$ cat src/rtl/alu_result_uart_tx.sv
// Snapshots the ALU result and flags on a send request and shifts them out
// as two back-to-back 8N1 UART frames: result byte, then {00000,V,C,Z}.
module alu_result_uart_tx #(
  parameter int CLKS_PER_BIT = 868
) (
  input  logic       clk,
  input  logic       rst_n,
  input  logic       send,
  input  logic [7:0] result,
  input  logic       zero,
  input  logic       carry,
  input  logic       overflow,
  output logic       tx,
  output logic       busy,
  output logic       done
);

  localparam int            BW       = (CLKS_PER_BIT > 1) ? $clog2(CLKS_PER_BIT) : 1;
  localparam logic [BW-1:0] BAUD_MAX = BW'(CLKS_PER_BIT - 1);

  typedef enum logic [1:0] {IDLE, START, DATA, STOP} state_t;

  state_t        r_state, w_state_nxt;
  logic [BW-1:0] r_baud, w_baud_nxt;
  logic [2:0]    r_bit, w_bit_nxt;
  logic          r_sel, w_sel_nxt;
  logic [7:0]    r_byte0, r_byte1;
  logic [7:0]    w_cur_byte;
  logic          w_cap, w_tick, w_tx_nxt, w_done_nxt;
  logic          r_tx, r_busy, r_done;

  assign w_tick     = (r_baud == BAUD_MAX);
  assign w_cur_byte = r_sel ? r_byte1 : r_byte0;

  always_ff @(posedge clk or negedge rst_n) begin
    if (!rst_n) begin
      r_state <= IDLE;
      r_baud  <= '0;
      r_bit   <= '0;
      r_sel   <= 1'b0;
      r_byte0 <= '0;
      r_byte1 <= '0;
      r_tx    <= 1'b1;
      r_busy  <= 1'b0;
      r_done  <= 1'b0;
    end else begin
      r_state <= w_state_nxt;
      r_baud  <= w_baud_nxt;
      r_bit   <= w_bit_nxt;
      r_sel   <= w_sel_nxt;
      if (w_cap) begin
        r_byte0 <= result;
        r_byte1 <= {5'b00000, overflow, carry, zero};
      end
      r_tx    <= w_tx_nxt;
      r_busy  <= (w_state_nxt != IDLE);
      r_done  <= w_done_nxt;
    end
  end

  // Outputs are computed from the next state so they register on the same
  // edge as the state change, keeping tx free of any input-to-pin path.
  always_comb begin
    w_state_nxt = r_state;
    w_baud_nxt  = r_baud;
    w_bit_nxt   = r_bit;
    w_sel_nxt   = r_sel;
    w_cap       = 1'b0;
    w_done_nxt  = 1'b0;
    unique case (r_state)
      IDLE: begin
        if (send) begin
          w_state_nxt = START;
          w_baud_nxt  = '0;
          w_bit_nxt   = '0;
          w_sel_nxt   = 1'b0;
          w_cap       = 1'b1;
        end
      end
      START: begin
        if (w_tick) begin
          w_state_nxt = DATA;
          w_baud_nxt  = '0;
          w_bit_nxt   = '0;
        end else begin
          w_baud_nxt  = r_baud + BW'(1);
        end
      end
      DATA: begin
        if (w_tick) begin
          w_baud_nxt = '0;
          if (r_bit == 3'd7) w_state_nxt = STOP;
          else               w_bit_nxt   = r_bit + 3'd1;
        end else begin
          w_baud_nxt = r_baud + BW'(1);
        end
      end
      STOP: begin
        if (w_tick) begin
          w_baud_nxt = '0;
          if (!r_sel) begin
            w_sel_nxt   = 1'b1;
            w_state_nxt = START;
          end else begin
            w_state_nxt = IDLE;
            w_done_nxt  = 1'b1;
          end
        end else begin
          w_baud_nxt = r_baud + BW'(1);
        end
      end
      default: w_state_nxt = IDLE;
    endcase
  end

  always_comb begin
    w_tx_nxt = 1'b1;
    unique case (w_state_nxt)
      START:   w_tx_nxt = 1'b0;
      DATA:    w_tx_nxt = w_cur_byte[w_bit_nxt];
      default: w_tx_nxt = 1'b1;
    endcase
  end

  assign tx   = r_tx;
  assign busy = r_busy;
  assign done = r_done;

endmodule

$ cat config.mk
export PLATFORM = sky130hd
export DESIGN_NAME = alu_result_uart_tx
export DESIGN_NICKNAME = d
export VERILOG_FILES = /design/src/rtl/alu_result_uart_tx.sv
export SDC_FILE = /design/constraint.sdc
export NUM_CORES = 1
export LEC_CHECK = 0
export CORE_MARGIN = 10
export CORE_UTILIZATION = 50
export CTS_CLUSTER_DIAMETER = 80
export CTS_CLUSTER_SIZE = 24
export DETAILED_ROUTE_END_ITERATION = 8
export GPL_ROUTABILITY_DRIVEN = 0
export PLACE_DENSITY_LB_ADDON = 0.1
export SLEW_MARGIN = 20
export SYNTH_ARGS = -nofsm -noshare
export SYNTH_HDL_FRONTEND = slang
export SYNTH_SLANG_ARGS = --single-unit
$ cat constraint.sdc
create_clock -name clk -period 3.4 [get_ports clk]
set_input_delay 0.34 -clock clk [delete_from_list [all_inputs] [get_ports clk]]
set_output_delay 0.34 -clock clk [all_outputs]
set_load 0.05 [all_outputs]
==> impl_metrics.yaml, run 1 <==
placed_design:
  port_buffers: 16
  dp_slack_ns: 0.677
  dp_hpwl_um: 2450
floorplan:
  row_count: 20
  start_util: 0.517
  num_io_pins: 17
  die_area_um2: 5770
  die_w_um: 76.0
  core_um2: 3030
  die_y_um: 76.0
drt:
  vias_per_cell: 5.64
  wl_per_cell_um: 15.3
  drc: 0
  num_vias: 1202
  wirelength_um: 3250
  ant_nets: 0
  drt-pass1-iter-count: 4
  drt_iter0_markers: 77
logic_synthesis:
  synthesis.area_um2: 1570
  synth_flop_cell: "dfrtp_1"
  postSynthAreaPerCell_um2: 10.6
  synth-seq-cells: 30
  async_reset_ff_frac: 1.00
  synth_fp_nets: 164
  seq_area_frac_synth: 0.480
  synth_edf_count: 0
  ys.warnings.count: 0
  synth_cells: 148
  synth_cell_type_count: 46
sta:
  fin_tns_setup_ns: 0
  skew_ns: 0.0140
  hold_viol: 0
  period_needed_ns: 2.49
  rsz0062_at_grt: "false"
  fmax_ghz: 0.401
  tightest_slew_ns: 0.635
  final.period_utilization: 0.733
  final.setup.worst_slack_ns: 0.907
  final-setup-viol-count: 0
  relSlewSlack: 0.574
  slew_viol_final: 0
  hold-worst-slack_ns: 0.488
clock_tree:
  clockBufferDepth: 2
  root_buffer: "clkbuf_4"
  cts_buffers: 5
  post_cts_buffers: 0
  clock-sinks: 30
  path_clk_slew_ns: 0.11
  h-tree-depth: 2
  clk_latency_ns: 0.35
  cts_tree: "yes"
power_and_ir_drop:
  p_leak_nw: 0.767
  p_per_area_nw_per_um2: 632
  vdd_drop_max_mv: 0.290
setup_path:
  crit_chain: "nor4bb_1 -> nand4_1 -> o2bb2ai_1 -> or2_0 -> a211o_1 -> a41oi_1 -> o41ai_2"
  cp-start-kind: "register"
  cp_data_arrival_time_ns: 2.77
  worst-setup-path-type: "register to register"
  crit_required_ns: 3.67
  cp-end-kind: "register"
  slowest_delay_ns: 0.64
  path_delay_family: "simple AND/OR/NAND/NOR gates"
  path_max_fanout: 13
  slowest_stage: "dfrtp_1"
  critPathBufInv: 0
global_route:
  antenna_found_initial: 0
  grt_first_pass_wirelength_um: 5580
  grt.total_usage: 0.116
  gr-total-overflow: 0
  grt_pass1_vias: 1282
  grt_max_degree: 25
finish:
  synthToLayoutAreaGrowth_pct: 17.6
  fillCellCount: 264
  drive_above_1_share: 0.178
  antenna_cells: 0
  fin_nets: 184
min_path:
  holdCritPathClass: "register to register"
run:
  max-cap-violations: 0
run_status:
  outcome: "finished clean"
==> power breakdown <==
part	switching, W	internal (W)	total (W)
logic	0.000168	0.000170	0.000338
registers	0.000118	0.000472	0.000590
clock network	0.000135	0.0000992	0.000235
total	0.000422	0.000741	0.00116
==> worst reg2reg max path: cells and delay by family (launching register included) <==
family	cells	cell delay, ns
AOI/OAI and AO/OA	4	0.86
and+or+nand+nor	3	0.93
DFF	1	0.64
==> cell type report <==
cell class / count / area [µm²] / area share
flip-flops and latches: 30 / 752 / 0.409
inverters: 8 / 30.0 / 0.0163
clock buffers: 6 / 51.3 / 0.0279
clock inverters: 2 / 12.5 / 0.00680
multi-input cells: 104 / 759 / 0.413
repair buffers: 19 / 180 / 0.0979
well taps: 44 / 55.1 / 0.0299
==> logic make-up after synthesis <==
group                      Yosys count  synth area share
and+or+nand+nor                     47             0.168
AOI/OAI and AO/OA                   40             0.185
DFF                                 30             0.480
buffers and inverters               14            0.0376
muxes                               12            0.0959
xor gates and xnor gates             3            0.0168
adders and majority gates            2            0.0160
==> final timing paths <==
path / from / end / slack (ns) / cells past startpoint
max in group asynchronous: rst_n / busy$_DFF_PN0_ / 2.40 / 3
min in group asynchronous: rst_n / r_baud[8]$_DFFE_PN0P_ / 0.50 / 2
max reg2reg: r_state[1]$_DFF_PN0_ / tx$_DFF_PN1_ / 0.91 / 7
min: r_baud[9]$_DFFE_PN0P_ / r_baud[9]$_DFFE_PN0P_ / 0.49 / 1
max: r_state[1]$_DFF_PN0_ / tx$_DFF_PN1_ / 0.91 / 7
min reg2reg: r_baud[9]$_DFFE_PN0P_ / r_baud[9]$_DFFE_PN0P_ / 0.49 / 1
==> what timing repair did <==
item | CTS | global route
gates resized for setup | 0 | 0
setup endpoints to repair | 0 | 0
hold endpoints to repair | 0 | 14
hold buffers | 0 | 1
==> flip-flops by register name, summed over array words and instances (netlist names) <==
name / count
r_bit: 3
r_baud: 10
r_byte0: 8
busy: 1
tx: 1
done: 1
r_state: 2
r_sel: 1
r_byte1: 3
==> Yosys cell counts (3+ instances only) <==
library cell | number | share of area
and2_1 | 3 | 0.012
nor2_1 | 9 | 0.022
nor3_1 | 3 | 0.0096
a41oi_1 | 3 | 0.017
nand4_1 | 3 | 0.012
dfrtp_1 | 29 | 0.46
o31ai_1 | 5 | 0.024
o21ai_0 | 14 | 0.045
mux2_2 | 11 | 0.079
nand3_1 | 5 | 0.016
nand2_1 | 11 | 0.026
clkbuf_1 | 3 | 0.0072
inv_1 | 8 | 0.019
a21oi_1 | 3 | 0.0096
==> stage by stage <==
step / power [W] / cells / util / cell area (µm²)
after floorplan: 0.000839 / 148 / - / 1570
after global placement: 0.000915 / 204 / 0.583 / 1770
after detailed placement: 0.000938 / 204 / 0.583 / 1770
after CTS: 0.00117 / 212 / 0.605 / 1830
after global routing: 0.00125 / 213 / 0.608 / 1840
final: 0.00116 / 213 / 0.608 / 1840
==> per-layer routing <==
layer / share of wire / track usage / routed length, µm
met5: 0 / 0 / 0
met3: 0.031 / 0.0377 / 101
met1: 0.42 / 0.126 / 1370
met4: 0.025 / 0.0568 / 80
met2: 0.52 / 0.197 / 1700
==> cell usage in the layout (no fill, tap or decap), types with 2 or more instances in the layout <==
master,n
o21ai_0,14
and2_1,3
clkdlybuf4s50_1,15
nor2_1,9
nor3_1,2
dfrtp_1,29
o31ai_1,5
a41oi_1,3
a21oi_1,3
nor3b_1,2
inv_1,8
ha_1,2
buf_4,2
nand3_1,5
and2_0,2
xnor2_1,2
clkbuf_4,5
nand2_1,11
mux2_2,11
o22ai_1,2
nand4_1,3
(Power assumes the default switching activity.)
==> run 2: changes to the inputs <==
Clock period 3.4 ns to 2.6 ns, I/O delays scaled along.
==> impl_metrics.yaml, run 2 (same netlist as run 1, synthesis figures left out) <==
run_status:
  outcome: "finished clean"
clock_tree:
  path_clk_slew_ns: 0.10
  cts_buffers: 5
  clock-sinks: 30
  clk_latency_ns: 0.34
  cts_tree: "yes"
  h-tree-depth: 2
  clockBufferDepth: 2
  root_buffer: "clkbuf_4"
  post_cts_buffers: 0
floorplan:
  die_y_um: 76.0
  core_um2: 3030
  row_count: 20
  die_w_um: 76.0
  start_util: 0.517
  num_io_pins: 17
  die_area_um2: 5770
run:
  max-cap-violations: 0
drt:
  wl_per_cell_um: 15.2
  wirelength_um: 3260
  vias_per_cell: 5.66
  drc: 0
  num_vias: 1212
  drt_iter0_markers: 66
  ant_nets: 0
  drt-pass1-iter-count: 6
setup_path:
  r2r_slack_ns: 0.23
  cp-end-kind: "register"
  path_delay_family: "compound AO/OA/AOI/OAI gates"
  crit_chain: "ha_2 -> nor3b_4 -> a41oi_1 -> and2_1 -> or2_0 -> a211o_1 -> a41oi_1 -> o41ai_2"
  r2r-start: "r_baud[0]$_DFFE_PN0P_"
  critPathBufInv: 0
  ff2ff_path_depth: 8
  slowest_stage: "dfrtp_1"
  slowest_delay_ns: 0.41
  rr_endpoint: "tx$_DFF_PN1_"
  path_max_fanout: 5
  crit_required_ns: 2.87
  cp-start-kind: "register"
  path_common_cell: "a41oi_1"
  worst-setup-path-type: "register to register"
  cp_data_arrival_time_ns: 2.64
placed_design:
  dp_hpwl_um: 2360
  port_buffers: 16
  dp_cells: 206
  dp_slack_ns: 0.186
finish:
  largest_register: "r_baud"
  synthToLayoutAreaGrowth_pct: 19.7
  fillCellCount: 254
  reg_top3: "r_baud (10), r_byte0 (8)"
  fin_util: 0.619
  final_cells: 214
  multi_input_area_um2: 768
  final_common_cell: "dfrtp_1"
  largest_register_ffs: 10
  fin_nets: 185
  final_cell_mix: "29 x dfrtp_1, 16 x clkdlybuf4s50_1, 14 x o21ai_0, 11 x nand2_1, 11 x mux2_2"
  drive_above_1_share: 0.188
  ff_latch_area_um2: 752
  antenna_cells: 0
min_path:
  holdCritPathClass: "input port to asynchronous set/reset pin"
sta:
  hold_viol: 0
  final.period_utilization: 0.912
  final.setup.worst_slack_ns: 0.229
  fin_tns_setup_ns: 0
  final-setup-viol-count: 0
  fmax_ghz: 0.422
  tightest_slew_ns: 0.611
  slew_viol_final: 0
  period_needed_ns: 2.37
  skew_ns: 0.00734
  relSlewSlack: 0.590
global_route:
  grt_max_degree: 31
  grt_pass1_vias: 1233
  grt_first_pass_wirelength_um: 5570
  gr-total-overflow: 0
  antenna_found_initial: 0
  grt.total_usage: 0.115
power_and_ir_drop:
  vdd_drop_max_mv: 0.498
  p_leak_nw: 0.785
  p_per_area_nw_per_um2: 849
-- run 2: repair_timing --
action                     4_1_cts  5_1_grt
setup endpoints to repair        0        1
resized for setup                0        3
hold buffers                     0        0
-- run 2: how the worst max path moves through the flow --
stage,start,endpoint,slack (ns),cells past startpoint
floorplan,r_baud[0]$_DFFE_PN0P_,tx$_DFF_PN1_,0.41,8
global placement,r_baud[0]$_DFFE_PN0P_,tx$_DFF_PN1_,0.29,8
detailed placement,r_baud[0]$_DFFE_PN0P_,tx$_DFF_PN1_,0.19,8
CTS,r_baud[0]$_DFFE_PN0P_,tx$_DFF_PN1_,0.16,8
global route,r_baud[0]$_DFFE_PN0P_,tx$_DFF_PN1_,-0.01,8
finish,r_baud[0]$_DFFE_PN0P_,tx$_DFF_PN1_,0.23,8
-- run 2: per-layer routing --
layer  part of all wire  up-vias  GRT usage
met1               0.43      593      0.130
li1                   -      585          -
met3              0.053        6     0.0436
met4              0.016        0     0.0398
met5                  0        -          0
met2               0.50       28      0.193
-- run 2: area by class of cell --
cell class                      count  area share
Inverter                            8      0.0160
Multi-Input combinational cell    104       0.410
Sequential cell                    30       0.401
Clock buffer                        8      0.0421
Timing Repair Buffer               20       0.101
Tap cell                           44      0.0294
-- run 2: metrics by stage --
step                      hold slack, ns  area [µm²]  total power, W
after floorplan                  -0.0356        1570         0.00110
after global placement             0.464        1780         0.00121
after detailed placement           0.474        1780         0.00123
after CTS                          0.305        1860         0.00158
after global routing               0.333        1870         0.00171
final                              0.290        1870         0.00159
-- run 2: report_power, final --
| group | switching [W] | internal (W) |
|---|---|---|
| clock network | 0.000167 | 0.000185 |
| logic | 0.000236 | 0.000237 |
| registers | 0.000149 | 0.000617 |
-- run 2: worst reg2reg max path, stage by stage, from the launching register on --
cell	delay, ns
dfrtp_1	0.41
ha_2	0.24
nor3b_4	0.25
a41oi_1	0.19
and2_1	0.23
or2_0	0.31
a211o_1	0.32
a41oi_1	0.24
o41ai_2	0.11
